### src/rtl/ext_code_seq_pkg.sv
// Shared types and defaults for the external-code sequencer family.
package ext_code_pkg;

    localparam int CODE_W_DEF = 32;
    localparam int DEPTH_DEF  = 8;

    localparam logic STEP_DOWN = 1'b0;
    localparam logic STEP_UP   = 1'b1;

    typedef enum logic [1:0] {
        IDLE   = 2'd0,
        ACTIVE = 2'd1,
        DONE   = 2'd2
    } seqState_t;

endpackage

### src/rtl/ext_code_seq_if.sv
// Host/trigger bundle for ext_code_seq: host strobes, mode pins, trigger in, code/status out.
interface ext_code_seq_if #(
    parameter int CODE_W = 32,
    parameter int DEPTH  = 8
);
    localparam int IDX_W = $clog2(DEPTH);

    logic              iSET_CODE_FLAG;
    logic [CODE_W-1:0] iSET_CODE;
    logic              iSET_INDEX_FLAG;
    logic [IDX_W-1:0]  iSET_INDEX;
    logic              iMODE_UP;
    logic              iMODE_WRAP;
    logic              iTrigger;
    logic [CODE_W-1:0] oCode;
    logic              oActive;
    logic              oDone;
    logic [IDX_W-1:0]  oIndex;
    logic              oReject;

    modport master (
        output iSET_CODE_FLAG, iSET_CODE, iSET_INDEX_FLAG, iSET_INDEX,
               iMODE_UP, iMODE_WRAP, iTrigger,
        input  oCode, oActive, oDone, oIndex, oReject
    );

    modport slave (
        input  iSET_CODE_FLAG, iSET_CODE, iSET_INDEX_FLAG, iSET_INDEX,
               iMODE_UP, iMODE_WRAP, iTrigger,
        output oCode, oActive, oDone, oIndex, oReject
    );

endinterface

### src/rtl/ext_code_seq_trig_sync_edge.sv
// trig_sync_edge: 2-flop synchroniser plus registered edge detector with rise/fall pulses.
module trig_sync_edge (
    input  logic iClk,
    input  logic iRst,
    input  logic iAsync,
    output logic oRise,
    output logic oFall
);

    logic       syncQ1;
    logic       syncQ2;
    logic       prevQ;
    logic [1:0] fillQ;
    logic       armed;

    // Edges are suppressed until a genuine low has passed through the synchroniser,
    // so a level still held high across reset never looks like a fresh rise.
    always_ff @(posedge iClk) begin
        if (iRst) begin
            syncQ1 <= 1'b0;
            syncQ2 <= 1'b0;
            prevQ  <= 1'b0;
            fillQ  <= 2'b00;
            armed  <= 1'b0;
        end else begin
            syncQ1 <= iAsync;
            syncQ2 <= syncQ1;
            prevQ  <= syncQ2;
            fillQ  <= {fillQ[0], 1'b1};
            if (fillQ[1] && !syncQ2) begin
                armed <= 1'b1;
            end
        end
    end

    assign oRise = armed &  syncQ2 & ~prevQ;
    assign oFall = armed & ~syncQ2 &  prevQ;

endmodule

### src/rtl/ext_code_seq.sv
// Parametrised external-code sequencer: host-loaded code table stepped by a synchronised trigger.
// Optional debug outputs are enabled with `define EXT_CODE_SEQ_DEBUG_EN.
module ext_code_seq
    import ext_code_pkg::*;
#(
    parameter int CODE_W = CODE_W_DEF,
    parameter int DEPTH  = DEPTH_DEF
) (
    input  logic iClk,
    input  logic iRst,
    ext_code_seq_if.slave bus
`ifdef EXT_CODE_SEQ_DEBUG_EN
    ,
    output logic [1:0]        oDBG_STATE,
    output logic [CODE_W-1:0] oDBG_CUR_CODE,
    output logic [15:0]       oDBG_TRIG_CNT
`endif
);

    localparam int IDX_W = $clog2(DEPTH);
    localparam logic [IDX_W-1:0] LAST_IDX = IDX_W'(DEPTH - 1);
    localparam logic [IDX_W:0]   DEPTH_L  = (IDX_W + 1)'(DEPTH);

    seqState_t         state;
    seqState_t         stateNext;
    logic [CODE_W-1:0] storage [DEPTH];
    logic [IDX_W-1:0]  index;
    logic [IDX_W-1:0]  indexNext;
    logic [CODE_W-1:0] codeQ;
    logic [CODE_W-1:0] codeNext;
    logic              rejectQ;
    logic              rejectNext;
    logic              trigRise;
    logic              trigFall;
    logic              hostAccept;
    logic              idxInRange;
    logic              codeWrite;
    logic              indexLoad;
    logic              atEnd;

    trig_sync_edge uTrigSync (
        .iClk  (iClk),
        .iRst  (iRst),
        .iAsync(bus.iTrigger),
        .oRise (trigRise),
        .oFall (trigFall)
    );

    // A rise in IDLE takes priority over any host strobe in the same cycle.
    always_comb begin
        hostAccept = (state == DONE) || ((state == IDLE) && !trigRise);
        idxInRange = ({1'b0, bus.iSET_INDEX} < DEPTH_L);
        codeWrite  = hostAccept && bus.iSET_CODE_FLAG;
        indexLoad  = hostAccept && bus.iSET_INDEX_FLAG && idxInRange;
        rejectNext = ((bus.iSET_CODE_FLAG || bus.iSET_INDEX_FLAG) && !hostAccept)
                   || (hostAccept && bus.iSET_INDEX_FLAG && !idxInRange);
        atEnd      = (bus.iMODE_UP == STEP_UP) ? (index == LAST_IDX) : (index == '0);
    end

    always_comb begin
        indexNext = index;
        if (indexLoad) begin
            indexNext = bus.iSET_INDEX;
        end else if ((state == ACTIVE) && trigFall) begin
            if (!atEnd) begin
                indexNext = (bus.iMODE_UP == STEP_UP) ? index + 1'b1 : index - 1'b1;
            end else if (bus.iMODE_WRAP) begin
                indexNext = (bus.iMODE_UP == STEP_UP) ? '0 : LAST_IDX;
            end
        end
    end

    always_comb begin
        codeNext = '0;
        if ((state == IDLE) && trigRise) begin
            codeNext = storage[index];
        end else if ((state == ACTIVE) && !trigFall) begin
            codeNext = codeQ;
        end
    end

    // FSM: state register
    always_ff @(posedge iClk) begin
        if (iRst) begin
            state <= IDLE;
        end else begin
            state <= stateNext;
        end
    end

    // FSM: next state
    always_comb begin
        stateNext = state;
        case (state)
            IDLE: begin
                if (trigRise) stateNext = ACTIVE;
            end
            ACTIVE: begin
                if (trigFall) stateNext = (atEnd && !bus.iMODE_WRAP) ? DONE : IDLE;
            end
            DONE: begin
                if (indexLoad) stateNext = IDLE;
            end
            default: stateNext = IDLE;
        endcase
    end

    // FSM: outputs
    always_comb begin
        bus.oActive = (state == ACTIVE);
        bus.oDone   = (state == DONE);
        bus.oIndex  = index;
        bus.oCode   = codeQ;
        bus.oReject = rejectQ;
    end

    always_ff @(posedge iClk) begin
        if (iRst) begin
            index   <= '0;
            codeQ   <= '0;
            rejectQ <= 1'b0;
        end else begin
            index   <= indexNext;
            codeQ   <= codeNext;
            rejectQ <= rejectNext;
        end
    end

    // Table contents survive reset; the write uses the index before any same-cycle load.
    always_ff @(posedge iClk) begin
        if (!iRst && codeWrite) begin
            storage[index] <= bus.iSET_CODE;
        end
    end

`ifdef EXT_CODE_SEQ_DEBUG_EN
    logic [15:0] trigCnt;

    always_ff @(posedge iClk) begin
        if (iRst) begin
            trigCnt <= '0;
        end else if ((state == IDLE) && trigRise && (trigCnt != 16'hFFFF)) begin
            trigCnt <= trigCnt + 16'd1;
        end
    end

    assign oDBG_STATE    = state;
    assign oDBG_CUR_CODE = storage[index];
    assign oDBG_TRIG_CNT = trigCnt;
`endif

endmodule

### src/flat_wrapper.sv
// flat-port wrapper written by rule: the top's interface ports become plain ports
module ext_code_seq_flat import ext_code_pkg::*;
#(
    parameter int CODE_W = CODE_W_DEF,
    parameter int DEPTH  = DEPTH_DEF
)
  (iClk, iRst, bus_iSET_CODE_FLAG, bus_iSET_CODE, bus_iSET_INDEX_FLAG, bus_iSET_INDEX, bus_iMODE_UP, bus_iMODE_WRAP, bus_iTrigger, bus_oCode, bus_oActive, bus_oDone, bus_oIndex, bus_oReject);
  ext_code_seq_if #(.CODE_W(CODE_W), .DEPTH(DEPTH)) bus_i ();
  input  logic iClk;
  input  logic iRst;
  input wire logic [$bits(bus_i.iSET_CODE_FLAG)-1:0] bus_iSET_CODE_FLAG;
  input wire logic [$bits(bus_i.iSET_CODE)-1:0] bus_iSET_CODE;
  input wire logic [$bits(bus_i.iSET_INDEX_FLAG)-1:0] bus_iSET_INDEX_FLAG;
  input wire logic [$bits(bus_i.iSET_INDEX)-1:0] bus_iSET_INDEX;
  input wire logic [$bits(bus_i.iMODE_UP)-1:0] bus_iMODE_UP;
  input wire logic [$bits(bus_i.iMODE_WRAP)-1:0] bus_iMODE_WRAP;
  input wire logic [$bits(bus_i.iTrigger)-1:0] bus_iTrigger;
  output wire logic [$bits(bus_i.oCode)-1:0] bus_oCode;
  output wire logic [$bits(bus_i.oActive)-1:0] bus_oActive;
  output wire logic [$bits(bus_i.oDone)-1:0] bus_oDone;
  output wire logic [$bits(bus_i.oIndex)-1:0] bus_oIndex;
  output wire logic [$bits(bus_i.oReject)-1:0] bus_oReject;
  assign bus_i.iSET_CODE_FLAG = bus_iSET_CODE_FLAG;
  assign bus_i.iSET_CODE = bus_iSET_CODE;
  assign bus_i.iSET_INDEX_FLAG = bus_iSET_INDEX_FLAG;
  assign bus_i.iSET_INDEX = bus_iSET_INDEX;
  assign bus_i.iMODE_UP = bus_iMODE_UP;
  assign bus_i.iMODE_WRAP = bus_iMODE_WRAP;
  assign bus_i.iTrigger = bus_iTrigger;
  assign bus_oCode = bus_i.oCode;
  assign bus_oActive = bus_i.oActive;
  assign bus_oDone = bus_i.oDone;
  assign bus_oIndex = bus_i.oIndex;
  assign bus_oReject = bus_i.oReject;
  ext_code_seq #(.CODE_W(CODE_W), .DEPTH(DEPTH)) u_core (.iClk(iClk), .iRst(iRst), .bus(bus_i));
endmodule
### config.mk
export PLATFORM = sky130hd
export DESIGN_NAME = ext_code_seq_flat
export DESIGN_NICKNAME = d
export VERILOG_FILES = /design/src/rtl/ext_code_seq_pkg.sv /design/src/rtl/ext_code_seq_if.sv /design/src/rtl/ext_code_seq_trig_sync_edge.sv /design/src/rtl/ext_code_seq.sv /design/src/flat_wrapper.sv
export SDC_FILE = /design/constraint.sdc
export NUM_CORES = 1
export LEC_CHECK = 0
export CORE_MARGIN = 4
export CORE_UTILIZATION = 35
export CTS_BUF_LIST = sky130_fd_sc_hd__clkbuf_8
export DETAILED_ROUTE_END_ITERATION = 8
export HOLD_SLACK_MARGIN = 0.02
export PLACE_DENSITY = 0.55
export SLEW_MARGIN = 30
export SYNTH_ARGS = -nofsm -noshare
export SYNTH_HDL_FRONTEND = slang
export SYNTH_SLANG_ARGS = --single-unit
### constraint.sdc
create_clock -name iClk -period 5.08 [get_ports iClk]
set_clock_uncertainty 0.1 [all_clocks]
set_input_delay 0.508 -clock iClk [delete_from_list [all_inputs] [get_ports iClk]]
set_output_delay 0.508 -clock iClk [all_outputs]
set_load 0.02 [all_outputs]
==> results of run 1 <==
[final timing paths]
check        depth (start not counted)                      end                    start
min                                  1  u_core.uTrigSync.syncQ2  u_core.uTrigSync.syncQ1
max                                  1            bus_oIndex[2]     u_core.bus.oIndex[2]
max reg2reg                          5     u_core.bus.oCode[30]                     flop
min reg2reg                          1  u_core.uTrigSync.syncQ2  u_core.uTrigSync.syncQ1
[power by group]
part / leakage, nW / internal (mW) / total, mW / switching (mW)
Clock: 0.520 / 0.967 / 1.87 / 0.898
Sequential: 2.69 / 2.74 / 2.78 / 0.0389
Combinational: 1.24 / 0.158 / 0.374 / 0.216
[cells by family (layout without fill, tap and decap cells)]
family	count (synthesis)	in the layout	synth area share
flops	303	303	0.7252
compound gates	159	159	0.1076
simple gates	147	147	0.06636
mux	83	83	0.07519
buf+inv	57	189	0.02324
fa+ha+maj	1	1	0.001683
xor+xnor	1	1	0.0007363
[cells in the mapped netlist, types with 2 or more instances]
cell and n:
mux2i_1 32, mux2_2 51, o2111ai_1 2, nor2_1 11, nand4_1 2, nand3b_1 2
nor3_1 6, inv_1 3, o211ai_1 32, nor2b_1 51, buf_6 6, edfxtp_1 256
a22oi_1 20, buf_2 13, nand3_1 14, a211oi_1 32, a32o_1 32, clkbuf_1 28
dfxtp_1 47, a221oi_1 13, nor3b_1 3, nand2_1 45, nand2b_1 2, o221ai_1 4
buf_1 5, a311oi_1 2, a21oi_1 16
[registers in the layout, summed over array words and instances (netlist names), named ones only]
| register | cells |
|---|---|
| u_core.uTrigSync.armed | 1 |
| u_core.uTrigSync.fillQ | 2 |
| u_core.uTrigSync.syncQ2 | 1 |
| u_core.uTrigSync.syncQ1 | 1 |
| u_core.state | 2 |
| u_core.bus.oReject | 1 |
| u_core.bus.oIndex | 3 |
| u_core.bus.oCode | 32 |
| u_core.uTrigSync.prevQ | 1 |
| u_core.storage | 256 |
[final cells by class]
class	instances	area [sq um]
Clock buffer	50	688.2
Inverter	4	15.01
Multi-Input combinational cell	391	3062
Sequential cell	303	8637
Tap cell	448	560.5
Timing Repair Buffer	98	1013
Clock inverter	37	186.4
Fill cell	3059	19370
[routing by layer]
| metal | GRT usage | vias up |
|---|---|---|
| met1 | 0.1819 | 3237 |
| li1 | - | 3187 |
| met5 | 0 | - |
| met2 | 0.2130 | 115 |
| met3 | 0.02822 | 40 |
| met4 | 0.03620 | 2 |
==> impl_summary.txt, run 1 <==
----------------------------------------------------
[Critical path]
  Startpoint type of the worst setup path ... flop
  Worst path arrival time ... 1.99 ns
  Required time at the worst-slack endpoint ... 4.47 ns
  CP delay by family, top ... buffers and inverters
  Crit path largest cell delay ... 0.73 ns
  Path type of the worst setup path ... reg2out
  Cell at the slowest stage of the critical path ... clkdlybuf4s50_1
  Critical-path maximum fanout ... 15
  Worst path bufs/invs ... 1
  Worst Setup End Kind ... primary output
  Flop-to-flop setup slack ... 2.60 ns
  Critical Path, Cell by Cell ... clkdlybuf4s50_1

[Timing]
  Worst Tran Pin Value ... 0.7769 ns
  Period utilisation layout ... 0.5111
  Slew Viols, Final ... 0
  Final WS setup ... 2.484 ns
  Final critical path time including I/O delays and setup ... 2.596 ns
  Post-route worst hold slack ... 0.3354 ns
  Max Freq ... 385.2 MHz
  Total setup violations reported at the end of the flow ... 0
  Endpoints failing hold ... 0
  Max-Slew Margin vs Limit ... 0.4820
  Unrepaired setup endpoints after global routing ... no
  Setup_tns ... 0 ns

[Yosys]
  Leading area contributor after synthesis ... edfxtp_1
  Asr flop ratio synth ... 0
  Main area contributors after synthesis ... edfxtp_1, dfxtp_1, mux2_2, a32o_1, mux2i_1
  Number of flops mapped to enable cells by yosys ... 256
  Portion of synthesized cell area occupied by the leading cell type ... 0.6461
  Synth Cell Area ... 0.01190 sq mm
  Number of warnings issued by yosys ... 0
  Fraction of the yosys area taken by sequential cells ... 0.7252
  Syn Area/Cell ... 15.84 sq um
  Synth Flop Type ... edfxtp_1
  Cells after Synth ... 751
  Unique cell type count in the Yosys netlist ... 48
  Yosys reg bits ... 303
  Net count of the mapped netlist ... 794

[Floorplan]
  Initial core utilization ... 0.3548
  Vert. Die Dim ... 192.4 um
  Standard-cell rows ... 67
  Die extent in x ... 192.4 um
  Core box area ... 0.03353 sq mm
  Number of top-level design ports ... 80
  Die ar. ... 0.03701 sq mm

[Clocking]
  Resized Gates After CTS ... 0
  Master cell of the clock root buffer ... clkbuf_8
  H-tree lvl count ... 2
  Clk_lat worst skew ... 0.55 ns
  CTS Hold Buffers Added ... 0
  TritonCTS clock tree ... yes
  Clock Pin Slew Worst Setup and Hold Paths ... 0.06 ns
  Number of buffers between clock root and the deepest sink ... 3
  Setup Fix Bufs, Post-CTS ... 0
  Number of clock sinks ... 303
  CTS buffer count ... 49

[Detailed routing]
  Met3 Wirelength ... 1081 um
  Mean routed wirelength per cell ... 18.41 um
  Amount of wire on met2 after detailed routing ... 11440 um
  DRC errors left ... 0
  Via Count ... 6581
  Iter 0 DRT Violations ... 437
  Via density per instance ... 4.944
  Routed wire length ... 24500 um
  Detailed-route wire length on metal 1 ... 11500 um
  Antenna-violating nets left ... 0
  Top layer in use ... met5
  Initial DRT Pass Iterations ... 4

[Global routing]
  Overflow left after global routing ... 0
  Vias in the first global route ... 6686
  Antenna violations before repair ... 1
  Largest net degree at the start of global routing ... 72
  Total global-route track usage ... 0.1320
  First-pass GRT wire length ... 38160 um

[Layout]
  Number of nets in the final layout ... 890
  Final design utilization ... 0.4224
  Leading cell types in the layout, fill and taps excluded ... edfxtp_1, clkdlybuf4s50_1, mux2_2, nor2b_1, clkbuf_8
  Most common library cell in the layout ignoring fill and taps ... edfxtp_1
  Finished Layout Cells ... 1331
  Area added between synthesis and finish ... 19.03%
  Final instance area ... 0.01416 sq mm
  Fraction of final layout cells with drive strength greater than 1 ... 0.1744
  Antenna diode count ... 0

[Hold path]
  Tightest Hold Check Type ... reg2reg

[Power]
  Sum of internal, switching and leakage power ... 5.018 mW
  Power density of the placed cells ... 354.3 mW/mm^2
  Leakage power total ... 4.452 nW
  Peak supply drop ... 0.0001793 V

[Placement]
  Instance count after placement with tap cells included ... 1243
  Setup WS pre-CTS ... 1.862 ns
  Detailed placer's ending HPWL ... 15010 um
  Total cell area at the placement stage ... 0.01326 sq mm
  Port Buffer Count ... 79
  Final weighted congestion in routability-driven placement ... 0.7128

[Flow run]
  Max-capacitance violation count ... 0

[Status]
  Status ... complete, no violations

----------------------------------------------------
No activity file was read; power rests on OpenSTA's default activity.
==> inputs of run 2 (changes only) <==
- clock period: 5.08 -> 2.55 ns (I/O delays scaled with it)
==> impl_summary.txt, run 2 (synthesis gave the netlist of run 1 again) <==
----------------------------------------------------
[Timing]
  Endpoints failing hold ... 0 (unchanged)
  Max-Slew Margin vs Limit ... 0.3691 (was 0.4820)
  Post-route worst hold slack ... 0.1482 ns (was 0.3354 ns)
  Period utilisation layout ... 0.9430
  Final WS setup ... 0.1454 ns (was 2.484 ns)
  Unrepaired setup endpoints after global routing ... no (unchanged)
  Slew Viols, Final ... 0 (unchanged)
  Worst Tran Pin Value ... 0.9454 ns (was 0.7769 ns)
  Setup_tns ... 0 ns (unchanged)
  Max Freq ... 415.9 MHz
  Total setup violations reported at the end of the flow ... 0 (unchanged)
  Final critical path time including I/O delays and setup ... 2.405 ns

[Power]
  Internal power ... 7.920 mW (was 3.865 mW)
  Flop pwr share ... 0.534 (was 0.554)
  Part of the total power dissipated in combinational logic ... 0.084 (was 0.075)
  Clock network fraction of total power ... 0.382 (was 0.372)
  Peak supply drop ... 0.0003929 V (was 0.0001793 V)
  Leakage power total ... 4.662 nW (was 4.452 nW)
  Power density of the placed cells ... 707.7 mW/mm^2 (was 354.3 mW/mm^2)
  Switching part of the total ... 0.2313 (was 0.2298)
  Sum of internal, switching and leakage power ... 10.30 mW (was 5.018 mW)
  Net switching power figure ... 2.382 mW (was 1.153 mW)

[Layout]
  Area taken by flip-flops and latches ... 0.008637 sq mm (unchanged)
  Largest register by flop count ... u_core.storage (unchanged)
  Number of nets in the final layout ... 920 (was 890)
  Final instance area ... 0.01456 sq mm (was 0.01416 sq mm)
  Most common library cell in the layout ignoring fill and taps ... edfxtp_1 (unchanged)
  Fraction of final layout cells with drive strength greater than 1 ... 0.1998 (was 0.1744)
  Antenna diode count ... 0 (unchanged)
  Leading cell types in the layout, fill and taps excluded ... edfxtp_1, clkdlybuf4s50_1, clkbuf_8, mux2_2, nor2b_1 (was edfxtp_1, clkdlybuf4s50_1, mux2_2, nor2b_1, clkbuf_8)
  Multi-input gate area in the final layout ... 0.003094 sq mm (was 0.003062 sq mm)
  Finished Layout Cells ... 1364 (was 1331)
  Final design utilization ... 0.4341 (was 0.4224)
  Flip-flop count of the largest register after layout ... 256 (unchanged)
  Area added between synthesis and finish ... 22.35% (was 19.03%)
  FILL cells ... 3049 (was 3059)

[Global routing]
  Largest net degree at the start of global routing ... 61 (was 72)
  GR peak layer ... met2 (unchanged)
  Total global-route track usage ... 0.1444 (was 0.1320)
  Overflow left after global routing ... 0 (unchanged)
  First-pass GRT wire length ... 40850 um (was 38160 um)
  Met3 global-route usage ... 0.03166 (was 0.02822)
  Global routing met1 resource utilization ... 0.1888 (was 0.1819)
  Antenna violations before repair ... 2 (was 1)
  Vias in the first global route ... 7022 (was 6686)
  Met2 routing resource usage after global routing ... 0.2448 (was 0.2130)

[Floorplan]
  Die extent in x ... 192.4 um (unchanged)
  Die ar. ... 0.03701 sq mm (unchanged)
  Number of top-level design ports ... 80 (unchanged)
  Initial core utilization ... 0.3548 (unchanged)
  Vert. Die Dim ... 192.4 um (unchanged)
  Core box area ... 0.03353 sq mm (unchanged)
  Standard-cell rows ... 67 (unchanged)

[Critical path]
  Worst path arrival time ... 2.56 ns (was 1.99 ns)
  Flop-to-flop setup slack ... 0.15 ns (was 2.60 ns)
  Worst Setup End Kind ... flop (was primary output)
  Reg-to-reg critical path startpoint ... u_core.uTrigSync.syncQ2
  Startpoint type of the worst setup path ... flop (unchanged)
  Path type of the worst setup path ... reg2reg (was reg2out)
  Required time at the worst-slack endpoint ... 2.71 ns (was 4.47 ns)
  Critical-path maximum fanout ... 17 (was 15)
  Worst setup startpoint ... u_core.uTrigSync.syncQ2 (was u_core.bus.oIndex[2])

[Placement]
  Total cell area at the placement stage ... 0.01357 sq mm (was 0.01326 sq mm)
  Setup WS pre-CTS ... -0.09037 ns (was 1.862 ns)
  Final weighted congestion in routability-driven placement ... 0.7371 (was 0.7128)
  Instance count after placement with tap cells included ... 1269 (was 1243)
  Detailed placer's ending HPWL ... 15000 um (was 15010 um)
  Port Buffer Count ... 79 (unchanged)

[Detailed routing]
  DRC errors left ... 0 (unchanged)
  Via Count ... 6916 (was 6581)
  Iter 0 DRT Violations ... 346 (was 437)
  Via density per instance ... 5.070 (was 4.944)
  Routed wire length ... 26920 um (was 24500 um)
  Antenna-violating nets left ... 0 (unchanged)
  Mean routed wirelength per cell ... 19.73 um (was 18.41 um)
  Initial DRT Pass Iterations ... 4 (unchanged)

[Clocking]
  H-tree lvl count ... 2 (unchanged)
  TritonCTS clock tree ... yes (unchanged)
  CTS buffer count ... 50 (was 49)
  Number of buffers between clock root and the deepest sink ... 3 (unchanged)
  Clock Pin Slew Worst Setup and Hold Paths ... 0.06 ns (about the same)
  Number of clock sinks ... 303 (unchanged)
  Clk_lat worst skew ... 0.58 ns (was 0.55 ns)
  Master cell of the clock root buffer ... clkbuf_8 (unchanged)

[Flow run]
  Max-capacitance violation count ... 0 (unchanged)

[Status]
  Status ... complete, no violations (unchanged)

[Hold path]
  Tightest Hold Check Type ... in2reg (was reg2reg)
  Worst hold path startpoint ... bus_iTrigger (was u_core.uTrigSync.syncQ1)

----------------------------------------------------
[run 2: changes by cell type in the layout (fill, tap and decap cells not counted), sizes merged]
cell,change
buf,+27
clkbuf,+5
clkinv,-8
clkinvlp,-1
inv,+8
nor2,+2
[run 2: final timing paths]
check                              end  depth (start not counted)
min            u_core.uTrigSync.syncQ1                          2
max reg2reg       u_core.storage[5][7]                          6
max               u_core.storage[5][7]                          6
min reg2reg  u_core.uTrigSync.fillQ[1]                          1
[run 2: critical path: stages, from the launching register on]
cell and delay (ns):
dfxtp_1 0.35, or4bb_1 0.22, nor2b_1 0.23, nand4_1 0.21
buf_4 0.23, nor2_4 0.48, buf_12 0.26
[run 2: cell type report]
| cell class | count | area share |
|---|---|---|
| Inverter | 4 | 0.001031 |
| Multi-Input combinational cell | 393 | 0.2126 |
| Timing Repair Buffer | 125 | 0.08999 |
| Tap cell | 448 | 0.03851 |
| Sequential cell | 303 | 0.5933 |
| Clock buffer | 55 | 0.05200 |
| Clock inverter | 36 | 0.01255 |
[run 2: metal layers]
layer,wire length (um),share of wire
met5,28,0.0010
met4,428,0.016
met3,1217,0.045
met2,13170,0.49
met1,12070,0.45
[run 2: power groups by stage]
stage	Sequential, mW	Clock, mW	Combinational [mW]
floorplan	5.59	0	0.522
global placement	5.61	0	0.862
detailed placement	5.61	0	0.867
CTS	5.51	4.05	0.874
global route	5.51	4.30	0.944
finish	5.50	3.93	0.865
[run 2: timing repair]
| item | CTS | global route |
|---|---|---|
| gates cloned | 2 | 0 |
| setup buffers | 0 | 1 |
| endpoints found under the setup margin | 22 | 13 |
| pin swaps | 3 | 2 |
| gates resized for setup | 1 | 0 |
| hold buffers | 0 | 0 |
==> inputs of run 3 (changes only) <==
- CORE_MARGIN: 4 -> 1.5
- PLACE_DENSITY: 0.55 -> 0.58
==> impl_summary.txt, run 3 (synthesis gave the netlist of run 1 again) <==
----------------------------------------------------
[Placement]
  Detailed placer's ending HPWL ... 14520 um (was 15000 um)
  Total cell area at the placement stage ... 0.01359 sq mm (was 0.01357 sq mm)
  Port Buffer Count ... 79 (unchanged)
  Final weighted congestion in routability-driven placement ... 0.7324 (was 0.7371)

[Global routing]
  Total global-route track usage ... 0.1482 (was 0.1444)
  Antenna violations before repair ... 1 (was 2)
  Largest net degree at the start of global routing ... 60 (was 61)
  Overflow left after global routing ... 0 (unchanged)
  Vias in the first global route ... 6876 (was 7022)
  First-pass GRT wire length ... 40100 um (was 40850 um)

[Power]
  Sum of internal, switching and leakage power ... 10.27 mW (was 10.30 mW)
  Power density of the placed cells ... 706.7 mW/mm^2 (was 707.7 mW/mm^2)
  Leakage power total ... 4.622 nW (was 4.662 nW)
  Peak supply drop ... 0.0003067 V (was 0.0003929 V)

[Layout]
  Final instance area ... 0.01453 sq mm (was 0.01456 sq mm)
  Leading cell types in the layout, fill and taps excluded ... edfxtp_1, clkdlybuf4s50_1, clkbuf_8, mux2_2, nor2b_1 (unchanged)
  Most common library cell in the layout ignoring fill and taps ... edfxtp_1 (unchanged)
  Flip-flop count of the largest register after layout ... 256 (unchanged)
  Number of nets in the final layout ... 915 (was 920)
  Final design utilization ... 0.4332 (was 0.4341)
  Area taken by flip-flops and latches ... 0.008637 sq mm (unchanged)
  FILL cells ... 3042 (was 3049)
  Fraction of final layout cells with drive strength greater than 1 ... 0.1947 (was 0.1998)
  Largest register by flop count ... u_core.storage (unchanged)
  Multi-input gate area in the final layout ... 0.003082 sq mm (was 0.003094 sq mm)
  Area added between synthesis and finish ... 22.09% (was 22.35%)

[Timing]
  Period utilisation layout ... 0.9514 (was 0.9430)
  Max-Slew Margin vs Limit ... 0.3777 (was 0.3691)
  Max Freq ... 412.2 MHz (was 415.9 MHz)
  Slew Viols, Final ... 0 (unchanged)
  Total setup violations reported at the end of the flow ... 0 (unchanged)
  Final critical path time including I/O delays and setup ... 2.426 ns (was 2.405 ns)
  Unrepaired setup endpoints after global routing ... yes (was no)
  Worst Tran Pin Value ... 0.9312 ns (was 0.9454 ns)
  Endpoints failing hold ... 0 (unchanged)

[Flow run]
  Max-capacitance violation count ... 0 (unchanged)

[Critical path]
  Required time at the worst-slack endpoint ... 2.72 ns (was 2.71 ns)
  Critical-path maximum fanout ... 24 (was 17)
  Reg2Reg Depth ... 5 (was 6)
  Worst setup startpoint ... u_core.uTrigSync.syncQ2 (unchanged)
  Worst path arrival time ... 2.60 ns (was 2.56 ns)
  Flop-to-flop setup slack ... 0.12 ns (was 0.15 ns)
  Worst Setup End Kind ... flop (unchanged)
  Reg-to-reg critical path startpoint ... u_core.uTrigSync.syncQ2 (unchanged)
  Path type of the worst setup path ... reg2reg (unchanged)
  Startpoint type of the worst setup path ... flop (unchanged)
  Reg-to-Reg End ... u_core.storage[4][5] (was u_core.storage[5][7])

[Hold path]
  Worst-case hold path end point ... u_core.uTrigSync.syncQ1 (unchanged)
  Tightest Hold Check Type ... in2reg (unchanged)
  Worst hold path startpoint ... bus_iTrigger (unchanged)
  Cell depth of the worst min-delay path ... 2 (unchanged)

[Detailed routing]
  Initial DRT Pass Iterations ... 4 (unchanged)
  Via density per instance ... 4.995 (was 5.070)
  Routed wire length ... 25850 um (was 26920 um)
  Antenna-violating nets left ... 0 (unchanged)
  Iter 0 DRT Violations ... 406 (was 346)
  Via Count ... 6808 (was 6916)
  DRC errors left ... 0 (unchanged)
  Mean routed wirelength per cell ... 18.97 um (was 19.73 um)

[Clocking]
  TritonCTS clock tree ... yes (unchanged)
  Setup Fix Bufs, Post-CTS ... 0 (unchanged)
  H-tree lvl count ... 2 (unchanged)
  Master cell of the clock root buffer ... clkbuf_8 (unchanged)
  CTS buffer count ... 51 (was 50)
  Number of clock sinks ... 303 (unchanged)
  Clk_lat worst skew ... 0.58 ns (about the same)
  Number of buffers between clock root and the deepest sink ... 3 (unchanged)
  Clock Pin Slew Worst Setup and Hold Paths ... 0.06 ns (about the same)

[Floorplan]
  Core box area ... 0.03353 sq mm (unchanged)
  Initial core utilization ... 0.3548 (unchanged)
  Die ar. ... 0.03511 sq mm (was 0.03701 sq mm)
  Die extent in x ... 187.4 um (was 192.4 um)
  Vert. Die Dim ... 187.4 um (was 192.4 um)
  Standard-cell rows ... 67 (unchanged)
  Number of top-level design ports ... 80 (unchanged)

[Status]
  Status ... complete, no violations (unchanged)

----------------------------------------------------
-- run 3: how the worst max path moves through the flow --
stage	endpoint	slack [ns]	cells after the start
4_1_cts	u_core.storage[4][20]	0.04	5
3_3_place_gp	u_core.storage[4][21]	0.07	5
5_1_grt	u_core.storage[4][5]	-0.008	5
3_5_place_dp	u_core.storage[4][25]	0.08	4
6_report	u_core.storage[4][5]	0.12	5
2_1_floorplan	u_core.storage[6][0]	-0.31	3
-- run 3: routing by layer --
| layer | share of wire | vias to the layer above | GRT usage | wire (um) |
|---|---|---|---|---|
| met3 | 0.046 | 48 | 0.03077 | 1185 |
| met4 | 0.023 | 0 | 0.05231 | 593 |
| met2 | 0.47 | 148 | 0.2402 | 12080 |
| met1 | 0.46 | 3370 | 0.1977 | 11990 |
| met5 | 0 | - | 0 | 0 |
| li1 | - | 3242 | - | - |
-- run 3: timing repair --
item / in CTS / in global routing
setup endpoints to repair: 0 / 10
hold buffers: 0 / 0
gates resized for setup: 0 / 1
-- run 3: layout make-up --
cell class / count / area share
clock inverters: 40 / 0.01206
clock buffers: 55 / 0.05211
repair buffers: 121 / 0.08932
diodes: 1 / 0.0001723
flip-flops and latches: 303 / 0.5946
inverters: 4 / 0.001034
well taps: 448 / 0.03859
multi-input cells: 391 / 0.2121
-- run 3: power by group --
group	internal [mW]	leakage, nW	switching (mW)	total, mW
Clock	2.00	0.555	1.90	3.90
Combinational	0.379	1.37	0.484	0.863
Sequential	5.46	2.69	0.0438	5.50
Total	7.83	4.62	2.43	10.3
-- run 3: through the flow --
step / cells / TNS, ns / hold WS, ns / setup slack, ns
floorplan: 751 / -65.56 / 0.2539 / -0.3117
global placement: 1267 / 0 / 0.3276 / 0.07311
detailed placement: 1267 / 0 / 0.3340 / 0.08190
CTS: 1362 / 0 / 0.1005 / 0.03779
global route: 1362 / -0.01539 / 0.1139 / -0.007700
finish: 1363 / 0 / 0.1325 / 0.1240
-- run 3: critical path, cell delays in order (launching register included) --
cell      delay, ns
dfxtp_1        0.34
or4bb_1        0.23
nor2b_1        0.19
nand4b_1       0.21
nor2_4         0.76
buf_4          0.27
